`config.mk`:
```
export PLATFORM = sky130hd
export DESIGN_NAME = kbd_ascii_fifo
export DESIGN_NICKNAME = d
export VERILOG_FILES = /design/src/rtl/kbd_ascii_fifo_pkg.sv /design/src/rtl/kbd_ascii_fifo_scan_to_ascii.sv /design/src/rtl/kbd_ascii_fifo.sv
export SDC_FILE = /design/constraint.sdc
export NUM_CORES = 1
export LEC_CHECK = 0
export CAP_MARGIN = 20
export CORE_ASPECT_RATIO = 0.6
export CORE_MARGIN = 4
export CORE_UTILIZATION = 59
export CTS_CLUSTER_DIAMETER = 200
export DETAILED_ROUTE_END_ITERATION = 12
export PLACE_DENSITY = 0.8
export SYNTH_ARGS = -nofsm -noshare
export SYNTH_HDL_FRONTEND = slang
export SYNTH_SLANG_ARGS = --single-unit
```
`constraint.sdc`:
```
create_clock -name clk -period 3.5 [get_ports clk]
set_clock_uncertainty 0.1 [all_clocks]
set_input_delay 1.05 -clock clk [delete_from_list [all_inputs] [get_ports clk]]
set_output_delay 1.05 -clock clk [all_outputs]
set_load 0.03 [all_outputs]
```
`src/rtl/kbd_ascii_fifo_pkg.sv`:
```
// Shared constants and decoder state type for the keyboard ASCII path.
package kbd_pkg;

  localparam logic [7:0] SC_BREAK  = 8'hF0;
  localparam logic [7:0] SC_EXT    = 8'hE0;
  localparam logic [7:0] SC_LSHIFT = 8'h12;
  localparam logic [7:0] SC_RSHIFT = 8'h59;

  localparam logic [7:0] ASCII_CR    = 8'h0D;
  localparam logic [7:0] ASCII_BS    = 8'h08;
  localparam logic [7:0] ASCII_SPACE = 8'h20;

  typedef enum logic [1:0] {
    ST_IDLE,
    ST_BRK,
    ST_EXT,
    ST_EXT_BRK
  } kbd_state_e;

  function automatic logic is_shift_code(input logic [7:0] code);
    return (code == SC_LSHIFT) || (code == SC_RSHIFT);
  endfunction

endpackage

```
`src/rtl/kbd_ascii_fifo_scan_to_ascii.sv`:
```
// Combinational PS/2 set-2 make code to US-layout ASCII lookup.
module scan_to_ascii
  import kbd_pkg::*;
(
  input  logic [7:0] code,
  input  logic       shift,
  output logic [7:0] ascii,
  output logic       hit
);

  always_comb begin
    ascii = '0;
    hit   = 1'b1;
    case (code)
      8'h1C: ascii = shift ? 8'h41 : 8'h61;
      8'h32: ascii = shift ? 8'h42 : 8'h62;
      8'h21: ascii = shift ? 8'h43 : 8'h63;
      8'h23: ascii = shift ? 8'h44 : 8'h64;
      8'h24: ascii = shift ? 8'h45 : 8'h65;
      8'h2B: ascii = shift ? 8'h46 : 8'h66;
      8'h34: ascii = shift ? 8'h47 : 8'h67;
      8'h33: ascii = shift ? 8'h48 : 8'h68;
      8'h43: ascii = shift ? 8'h49 : 8'h69;
      8'h3B: ascii = shift ? 8'h4A : 8'h6A;
      8'h42: ascii = shift ? 8'h4B : 8'h6B;
      8'h4B: ascii = shift ? 8'h4C : 8'h6C;
      8'h3A: ascii = shift ? 8'h4D : 8'h6D;
      8'h31: ascii = shift ? 8'h4E : 8'h6E;
      8'h44: ascii = shift ? 8'h4F : 8'h6F;
      8'h4D: ascii = shift ? 8'h50 : 8'h70;
      8'h15: ascii = shift ? 8'h51 : 8'h71;
      8'h2D: ascii = shift ? 8'h52 : 8'h72;
      8'h1B: ascii = shift ? 8'h53 : 8'h73;
      8'h2C: ascii = shift ? 8'h54 : 8'h74;
      8'h3C: ascii = shift ? 8'h55 : 8'h75;
      8'h2A: ascii = shift ? 8'h56 : 8'h76;
      8'h1D: ascii = shift ? 8'h57 : 8'h77;
      8'h22: ascii = shift ? 8'h58 : 8'h78;
      8'h35: ascii = shift ? 8'h59 : 8'h79;
      8'h1A: ascii = shift ? 8'h5A : 8'h7A;
      // digit row: shifted glyphs follow the US keycap legends
      8'h45: ascii = shift ? 8'h29 : 8'h30;
      8'h16: ascii = shift ? 8'h21 : 8'h31;
      8'h1E: ascii = shift ? 8'h40 : 8'h32;
      8'h26: ascii = shift ? 8'h23 : 8'h33;
      8'h25: ascii = shift ? 8'h24 : 8'h34;
      8'h2E: ascii = shift ? 8'h25 : 8'h35;
      8'h36: ascii = shift ? 8'h5E : 8'h36;
      8'h3D: ascii = shift ? 8'h26 : 8'h37;
      8'h3E: ascii = shift ? 8'h2A : 8'h38;
      8'h46: ascii = shift ? 8'h28 : 8'h39;
      8'h29: ascii = ASCII_SPACE;
      8'h5A: ascii = ASCII_CR;
      8'h66: ascii = ASCII_BS;
      default: hit = 1'b0;
    endcase
  end

endmodule

```
`src/rtl/kbd_ascii_fifo.sv`:
```
// Scan-code decoder with shift tracking feeding a first-word-fall-through ASCII FIFO.
module kbd_ascii_fifo
  import kbd_pkg::*;
#(
  parameter int DEPTH = 8,
  parameter int AW    = $clog2(DEPTH)
) (
  input  logic          clk,
  input  logic          rst_n,
  input  logic [7:0]    scan_code,
  input  logic          scan_valid,
  input  logic          ascii_ack,
  output logic [7:0]    ASCII,
  output logic          fifo_ready,
  output logic [AW:0]   count,
  output logic          overflow
);

  kbd_state_e state, state_nxt;
  logic       shift, shift_nxt;
  logic       make_evt;

  logic [7:0]    lut_ascii;
  logic          lut_hit;

  logic [7:0]    mem [DEPTH];
  logic [AW-1:0] wr_ptr, rd_ptr;

  logic empty, full, push_req, push, pop, drop;

  scan_to_ascii u_lut (
    .code  (scan_code),
    .shift (shift),
    .ascii (lut_ascii),
    .hit   (lut_hit)
  );

  always_ff @(posedge clk or negedge rst_n) begin
    if (!rst_n) begin
      state <= ST_IDLE;
      shift <= 1'b0;
    end else begin
      state <= state_nxt;
      shift <= shift_nxt;
    end
  end

  always_comb begin
    state_nxt = state;
    shift_nxt = shift;
    make_evt  = 1'b0;
    if (scan_valid) begin
      case (state)
        ST_IDLE: begin
          if (scan_code == SC_BREAK)     state_nxt = ST_BRK;
          else if (scan_code == SC_EXT)  state_nxt = ST_EXT;
          else if (is_shift_code(scan_code)) shift_nxt = 1'b1;
          else                           make_evt  = 1'b1;
        end
        ST_BRK: begin
          if (is_shift_code(scan_code)) shift_nxt = 1'b0;
          state_nxt = ST_IDLE;
        end
        ST_EXT:     state_nxt = (scan_code == SC_BREAK) ? ST_EXT_BRK : ST_IDLE;
        ST_EXT_BRK: state_nxt = ST_IDLE;
        default:    state_nxt = ST_IDLE;
      endcase
    end
  end

  assign empty    = (count == '0);
  assign full     = (count == (AW+1)'(DEPTH));
  assign pop      = ascii_ack && !empty;
  assign push_req = make_evt && lut_hit;
  // a simultaneous pop frees the slot, so a full FIFO can still accept
  assign push     = push_req && (!full || pop);
  assign drop     = push_req && full && !pop;

  always_ff @(posedge clk) begin
    if (push) mem[wr_ptr] <= lut_ascii;
  end

  always_ff @(posedge clk or negedge rst_n) begin
    if (!rst_n) begin
      wr_ptr   <= '0;
      rd_ptr   <= '0;
      count    <= '0;
      overflow <= 1'b0;
    end else begin
      if (push) wr_ptr <= wr_ptr + AW'(1);
      if (pop)  rd_ptr <= rd_ptr + AW'(1);
      case ({push, pop})
        2'b10:   count <= count + (AW+1)'(1);
        2'b01:   count <= count - (AW+1)'(1);
        default: count <= count;
      endcase
      if (drop) overflow <= 1'b1;
    end
  end

  assign fifo_ready = !empty;
  assign ASCII      = empty ? '0 : mem[rd_ptr];

endmodule

```
* Word-level counts from Yosys, hierarchy flattened *
Memory sizes are Yosys's and may differ from the RTL's.
Cells that the tools add are included.

operators by class
  $add $sub $neg = 4
  eq/ne operators = 54
  multiplexer cells = 56
  reduce and logical (&&, ||, !) cells = 18

operators by type and width
  kind                                                                   count
  8-bit one-hot mux with 39 select lines                                 1
  8-bit by 6-bit equality test with 1-bit output, second input constant  23
  6-bit two-way mux                                                      26
  8-bit by 7-bit equality test with 1-bit output, second input constant  10
  8-bit by 5-bit equality test with 1-bit output, second input constant  8
  5-bit two-way mux                                                      8
  39-bit OR reduction                                                    1
  8-bit equality test, second input constant                             2
  7-bit two-way mux                                                      2
  1-bit two-way mux                                                      12
  8-bit two-way mux                                                      1
  2-bit inequality test, second input constant                           4
  4-bit one-hot mux with 2 select lines                                  1
  3-bit by 1-bit adder with 3-bit output, second input constant          2
  2-bit equality test, second input constant                             3
  2-bit two-way mux                                                      3
  2-bit one-hot mux with 3 select lines                                  1
  6-bit AND reduction                                                    1
  1-bit logical AND                                                      5
  4-bit by 1-bit adder with 4-bit output, second input constant          1
  2-bit by 1-bit equality test with 1-bit output, second input constant  2
  4-bit equality test, second input constant                             1
  4-bit zero test                                                        1
  2-bit nonzero test                                                     2
  8 further kinds                                                        11

word-level totals
  bits in registers = 14
  bits in writable memories = 64
  bits of input ports = 12
  output and inout bits = 14
  memories = 1

memories
  memory  words  bits a word  read ports  clocked after memory_dff  wr ports  RTL line              text
  mem     8      8            1           0                         1         kbd_ascii_fifo.sv:26  logic [7:0] mem [DEPTH];

* Logic depth before layout (Yosys ltp) *
  depth after elaboration = 11
  depth in mapped cells = 16
  gate-level depth less buffers = 14

* By module *
A second synthesis with hierarchy kept.

second synthesis, totals
  cells, all modules = 340
  area total of the unflattened synthesis = 4222.8 um^2

modules (own cells, without submodules)
  module          instances  cells each  area each (um^2)  seq. area each (um^2)
  kbd_ascii_fifo  1          186         3293.2            2272.2
  scan_to_ascii   1          154         929.6             0.0

* Worst setup path after synthesis *
No wires, ideal clock.

  kind = input to register
  start = in scan_code[4]
  end = mem mem[1][0] (enable)
  library setup time = 0.393 ns
  arrival time = 3.451 ns
  data required time = 3.007 ns
  setup slack = -0.444 ns
  stages on the path = 9
  cells stage by stage = buf_4 -> buf_4 -> or4b_1 -> o32ai_1 -> o21ai_1 -> nand4_1 -> o211ai_2 -> buf_2 -> nor4b_1

between the ends
  word-level cells in the longest chain between the ends = 11
  elaborated cells between the ends (all ways) = 55
  those cells by class = 43 x eq/ne; 8 x mux; 4 x reduce/logical

ends and longest elaborated chain
  what                                                                                                              RTL line                  text
  from (decl)                                                                                                       kbd_ascii_fifo.sv:10      input logic [7:0] scan_code,
  8-bit by 5-bit equality test with 1-bit output or 8-bit by 7-bit equality test with 1-bit output (tied branches)  kbd_ascii_fifo_pkg.sv:21  return (code == SC_LSHIFT) || (code == SC_RSHIFT);
  1-bit logical OR                                                                                                  kbd_ascii_fifo_pkg.sv:21
  1-bit two-way mux                                                                                                 kbd_ascii_fifo.sv:57      else if (is_shift_code(scan_code)) shift_nxt = 1'b1;
  1-bit two-way mux                                                                                                 kbd_ascii_fifo.sv:56      else if (scan_code == SC_EXT) state_nxt = ST_EXT;
  1-bit two-way mux                                                                                                 kbd_ascii_fifo.sv:55      if (scan_code == SC_BREAK) state_nxt = ST_BRK;
  1-bit two-way mux                                                                                                 kbd_ascii_fifo.sv:53      case (state)
  1-bit two-way mux                                                                                                 kbd_ascii_fifo.sv:52      if (scan_valid) begin
  1-bit logical AND *                                                                                               kbd_ascii_fifo.sv:74      assign push_req = make_evt && lut_hit;
  1-bit logical AND *                                                                                               kbd_ascii_fifo.sv:76      assign push = push_req && (!full || pop);
  1-bit two-way mux *                                                                                               kbd_ascii_fifo.sv:80      if (push) mem[wr_ptr] <= lut_ascii;
  1-bit two-way mux (implied by the code) *                                                                         kbd_ascii_fifo.sv:80
  to (decl)                                                                                                         kbd_ascii_fifo.sv:26

Mark *: on every way between the ends. The rest lies on a longest branch, timed or not.

* Final worst setup path *
  start = in scan_code[0]
  end = reg count[3]

between the ends
  word-level cells in the longest chain between the ends = 11
  elaborated cells between the ends (all ways) = 57
  those cells by class = 45 x eq/ne; 7 x mux; 5 x reduce/logical

ends and longest elaborated chain
  what                                                                                                              RTL line                  text
  8-bit by 5-bit equality test with 1-bit output or 8-bit by 7-bit equality test with 1-bit output (tied branches)  kbd_ascii_fifo_pkg.sv:21
  1-bit logical OR                                                                                                  kbd_ascii_fifo_pkg.sv:21
  1-bit two-way mux                                                                                                 kbd_ascii_fifo.sv:57
  1-bit two-way mux                                                                                                 kbd_ascii_fifo.sv:56
  1-bit two-way mux                                                                                                 kbd_ascii_fifo.sv:55
  1-bit two-way mux                                                                                                 kbd_ascii_fifo.sv:53
  1-bit two-way mux                                                                                                 kbd_ascii_fifo.sv:52
  1-bit logical AND *                                                                                               kbd_ascii_fifo.sv:74
  1-bit logical AND *                                                                                               kbd_ascii_fifo.sv:76
  2-bit by 1-bit equality test with 1-bit output or 2-bit equality test (tied branches)                             kbd_ascii_fifo.sv:92      case ({push, pop})
  4-bit one-hot mux with 2 select lines or 2-bit nonzero test (tied branches)                                       --
  to (signal assigned)                                                                                              kbd_ascii_fifo.sv:93      2'b10: count <= count + (AW+1)'(1);
  to (signal assigned)                                                                                              kbd_ascii_fifo.sv:94      2'b01: count <= count - (AW+1)'(1);
  to (signal assigned)                                                                                              kbd_ascii_fifo.sv:95      default: count <= count;
  to (decl)                                                                                                         kbd_ascii_fifo.sv:15      output logic [AW:0] count,

Marks and branches as above.
A chain may end at the register's enable or synchronous reset.

==> results.sh <==
export IMPL_synth_edf_count=56
export IMPL_hold_buffers=0
export IMPL_die_h_um=72.1
export IMPL_dr_first_iter_drc_count=605
export IMPL_hp_class="register to register"
export IMPL_crit_required_ns=3.61
export IMPL_cpLargestDelayFamily="simple AND/OR/NAND/NOR gates"
export IMPL_fin_crit_sh_pct=106
export IMPL_cts_buffers=9
export IMPL_met1_usage_pct=44.5
export IMPL_grt_use_total_pct=33.4
export IMPL_htree_levels=3
export IMPL_root_buffer="clkbuf_16"
export IMPL_top_usage_layer="met2"
export IMPL_drt_first_pass_iters=5
export IMPL_portBuffers=24
export IMPL_synth_area_um2=4040
export IMPL_path_max_fanout=4
export IMPL_maxCapViolCount=0
export IMPL_path_cells="buf_2, buf_6, buf_4, or4b_4, o21ai_4, a31oi_4, nand4_1, o21ai_4, nand2_4, clkinv_4, ha_4, a21oi_4, nor2b_4, nor2_4, nand2_1, a21oi_2, a2111o_1"
export IMPL_critical_path_class="primary input to register"
export IMPL_grt_pass1_wl_um=20600
export IMPL_fp_dieArea_um2=8270
export IMPL_arrival_ns=3.82
export IMPL_slowest_stage="or4b_4"
export IMPL_grt_max_degree=17
export IMPL_area_growth_pct=47.6
export IMPL_critPathBufInv=4
export IMPL_hold_slack_ns=0.407
export IMPL_ys_ff_latch=70
export IMPL_synth_cell_types=75
export IMPL_powerDensity_nw_per_um2=588
export IMPL_clock_latency_ns=0.34
export IMPL_viasPerCell=6.84
export IMPL_syn_area_per_cell_um2=12.2
export IMPL_synth_fp_nets=349
export IMPL_worst_slew_pin_slew_ns=0.780
export IMPL_diodes=0
export IMPL_finalSetupViolations=9
export IMPL_cts_max_path_buffers=2
export IMPL_ys_seq_area_share_pct=50.3
export IMPL_drc=0
export IMPL_reg2regPathDepth=12
export IMPL_hpwl_um=7940
export IMPL_cp_common_cell="o21ai_4"
export IMPL_violations="negative setup slack"
export IMPL_power_mw=3.50
export IMPL_num_io_pins=26
export IMPL_relSlewSlack_pct=48.0
export IMPL_coreArea_um2=6650
export IMPL_grt_overflow_total=0
export IMPL_dp_slack_ns=-0.945
export IMPL_grt_pass1_vias=3847
export IMPL_rsz0062_at_grt="yes"
export IMPL_finalHoldViolations=0
export IMPL_cp_end_kind="register"
export IMPL_cp_slowest_stage_delay_ns=0.54
export IMPL_critical_path_startpoint_type="primary input"
export IMPL_drive_above_1_share_pct=47.9
export IMPL_clk_pin_slew_worst_paths_ns=0.06
export IMPL_p_leak_nw=2.36
export IMPL_worst_slack_ns=-0.210
export IMPL_async_reset_ff_share_pct=20.0
export IMPL_path_depth=17
export IMPL_peakVddDrop_v=0.000662
export IMPL_die_x_um=115
export IMPL_yosysWarnings=0
export IMPL_start_util_pct=60.7
export IMPL_fmax_mhz=270
export IMPL_period_minus_slack_ns=3.71
export IMPL_synthFlopType="edfxtp_1"
export IMPL_wl_per_cell_um=24.9
export IMPL_antenna_found_initial=0
export IMPL_use_met3_pct=9.17
export IMPL_cts_sinks=70
export IMPL_synth_cells=332
export IMPL_wl_um=14100
export IMPL_nets=492
export IMPL_slew_violations=0
export IMPL_num_vias=3877
export IMPL_gp_congestion=1.03
export IMPL_status="complete, but fails checks"
export IMPL_grtUsageMet2_pct=51.1
export IMPL_antenna_left=0
export IMPL_hold_depth=1
export IMPL_tritoncts="yes"
export IMPL_num_rows=23
export IMPL_fin_util_pct=89.6
==> cells in the mapped netlist (all sizes together) (4+ instances only) <==
| library cell | number | area [um^2] |
|---|---|---|
| ha | 4 | 50.1 |
| mux4 | 14 | 315 |
| nor4 | 7 | 50.1 |
| edfxtp | 56 | 1680 |
| buf | 21 | 113 |
| nand4b | 5 | 43.8 |
| nor2 | 17 | 63.8 |
| o2111ai | 5 | 43.8 |
| nor4b | 8 | 82.6 |
| xnor2 | 5 | 43.8 |
| nand2 | 23 | 86.3 |
| o211ai | 4 | 40.0 |
| or4b | 5 | 53.8 |
| clkbuf | 7 | 26.3 |
| dfrtp | 14 | 350 |
| a31oi | 7 | 43.8 |
| nor3 | 7 | 35.0 |
| o21ai | 15 | 86.3 |
| inv | 11 | 41.3 |
| nor2b | 11 | 68.8 |
| a21oi | 8 | 40.0 |
| mux2i | 11 | 114 |
| nand3 | 9 | 45.0 |
==> per-stage QoR <==
step	std cells	area [um^2]	setup TNS (ns)
finish	567	5960	-1.02
global route	567	5960	-1.84
CTS	560	5780	-0.534
detailed placement	519	5180	-49.87
global placement	519	5180	-45.80
floorplan	332	4200	-0.184
==> logic make-up after synthesis <==
| family | synth area share [%] |
|---|---|
| muxes | 11.6 |
| DFF | 50.3 |
| adders and majority gates | 1.74 |
| other | 0.0929 |
| and+or+nand+nor | 18.0 |
| buffers and inverters | 4.56 |
| AOI/OAI and AO/OA | 12.2 |
| xor gates and xnor gates | 1.52 |
==> layer usage <==
metal	vias up	wire (um)
met2	318	6360
met4	0	697
met3	88	1680
met5	-	0
li1	1598	-
met1	1873	5370
==> final cells by class <==
class,count,area [um^2]
Clock buffer,11,233
Clock inverter,5,26.3
Fill cell,265,689
Inverter,12,50.0
Multi-Input combinational cell,222,2150
Sequential cell,70,2030
Tap cell,87,109
Timing Repair Buffer,160,1360
==> path summary, 6_finish.rpt <==
| kind | from | to | slack (ns) |
|---|---|---|---|
| max | scan_code[0] | count[3]$_DFFE_PN0P_ | -0.21 |
| min | state[0]$_DFFE_PN0P_ | shift$_DFFE_PN0P_ | 0.41 |
| max reg2reg | state[1]$_DFFE_PN0P_ | count[3]$_DFFE_PN0P_ | 0.77 |
| min reg2reg | state[0]$_DFFE_PN0P_ | shift$_DFFE_PN0P_ | 0.41 |
| max in group asynchronous | rst_n | count[3]$_DFFE_PN0P_ | 1.87 |
| min in group asynchronous | rst_n | count[0]$_DFFE_PN0P_ | 1.00 |
==> report_power, final <==
group | internal (mW) | switching [mW] | total [mW]
sequential | 0.980 | 0.209 | 1.19
clock | 0.473 | 0.329 | 0.802
combinational | 0.750 | 0.761 | 1.51
total | 2.20 | 1.30 | 3.50
==> cell usage in the layout, fill, tap and decap left out, types with 3 or more instances in the layout <==
master           synthesis  final
clkdlybuf4s50_1          0     16
o21ai_1                  1      3
inv_1                   10     10
nand3b_1                 3      3
buf_6                    1     20
a21oi_1                  8      6
clkbuf_16                0     10
mux2i_1                 10     10
edfxtp_1                56     56
nor2b_4                  0      3
nor4b_4                  0      4
nand4b_1                 5      5
nand2_1                 23     22
nor2_1                  17     16
buf_4                    3    116
mux4_2                  14     14
nand3_1                  9      8
a31oi_1                  7      6
clkinv_2                 0      3
buf_2                   12      4
nor3_1                   7      4
nor4_2                   1      5
o21ai_0                 13     10
nand4_1                  3      3
o2111ai_1                5      4
nor3_2                   0      3
xnor2_1                  5      4
or4b_4                   1      3
nor2b_1                 11      8
dfrtp_1                 14     14
==> what timing repair did <==
item                                    CTS  global route
endpoints found under the setup margin   85            67
gates resized for setup                  75            26
pin swaps                                19            21
setup buffers                            23             7
gates cloned                              2             1
==> sequential cells by signal, summed over array words and instances (netlist names) <==
register	flops
mem	56
state	2
wr_ptr	3
rd_ptr	3
overflow	1
shift	1
count	4
No activity file was read; power rests on OpenSTA's default activity.
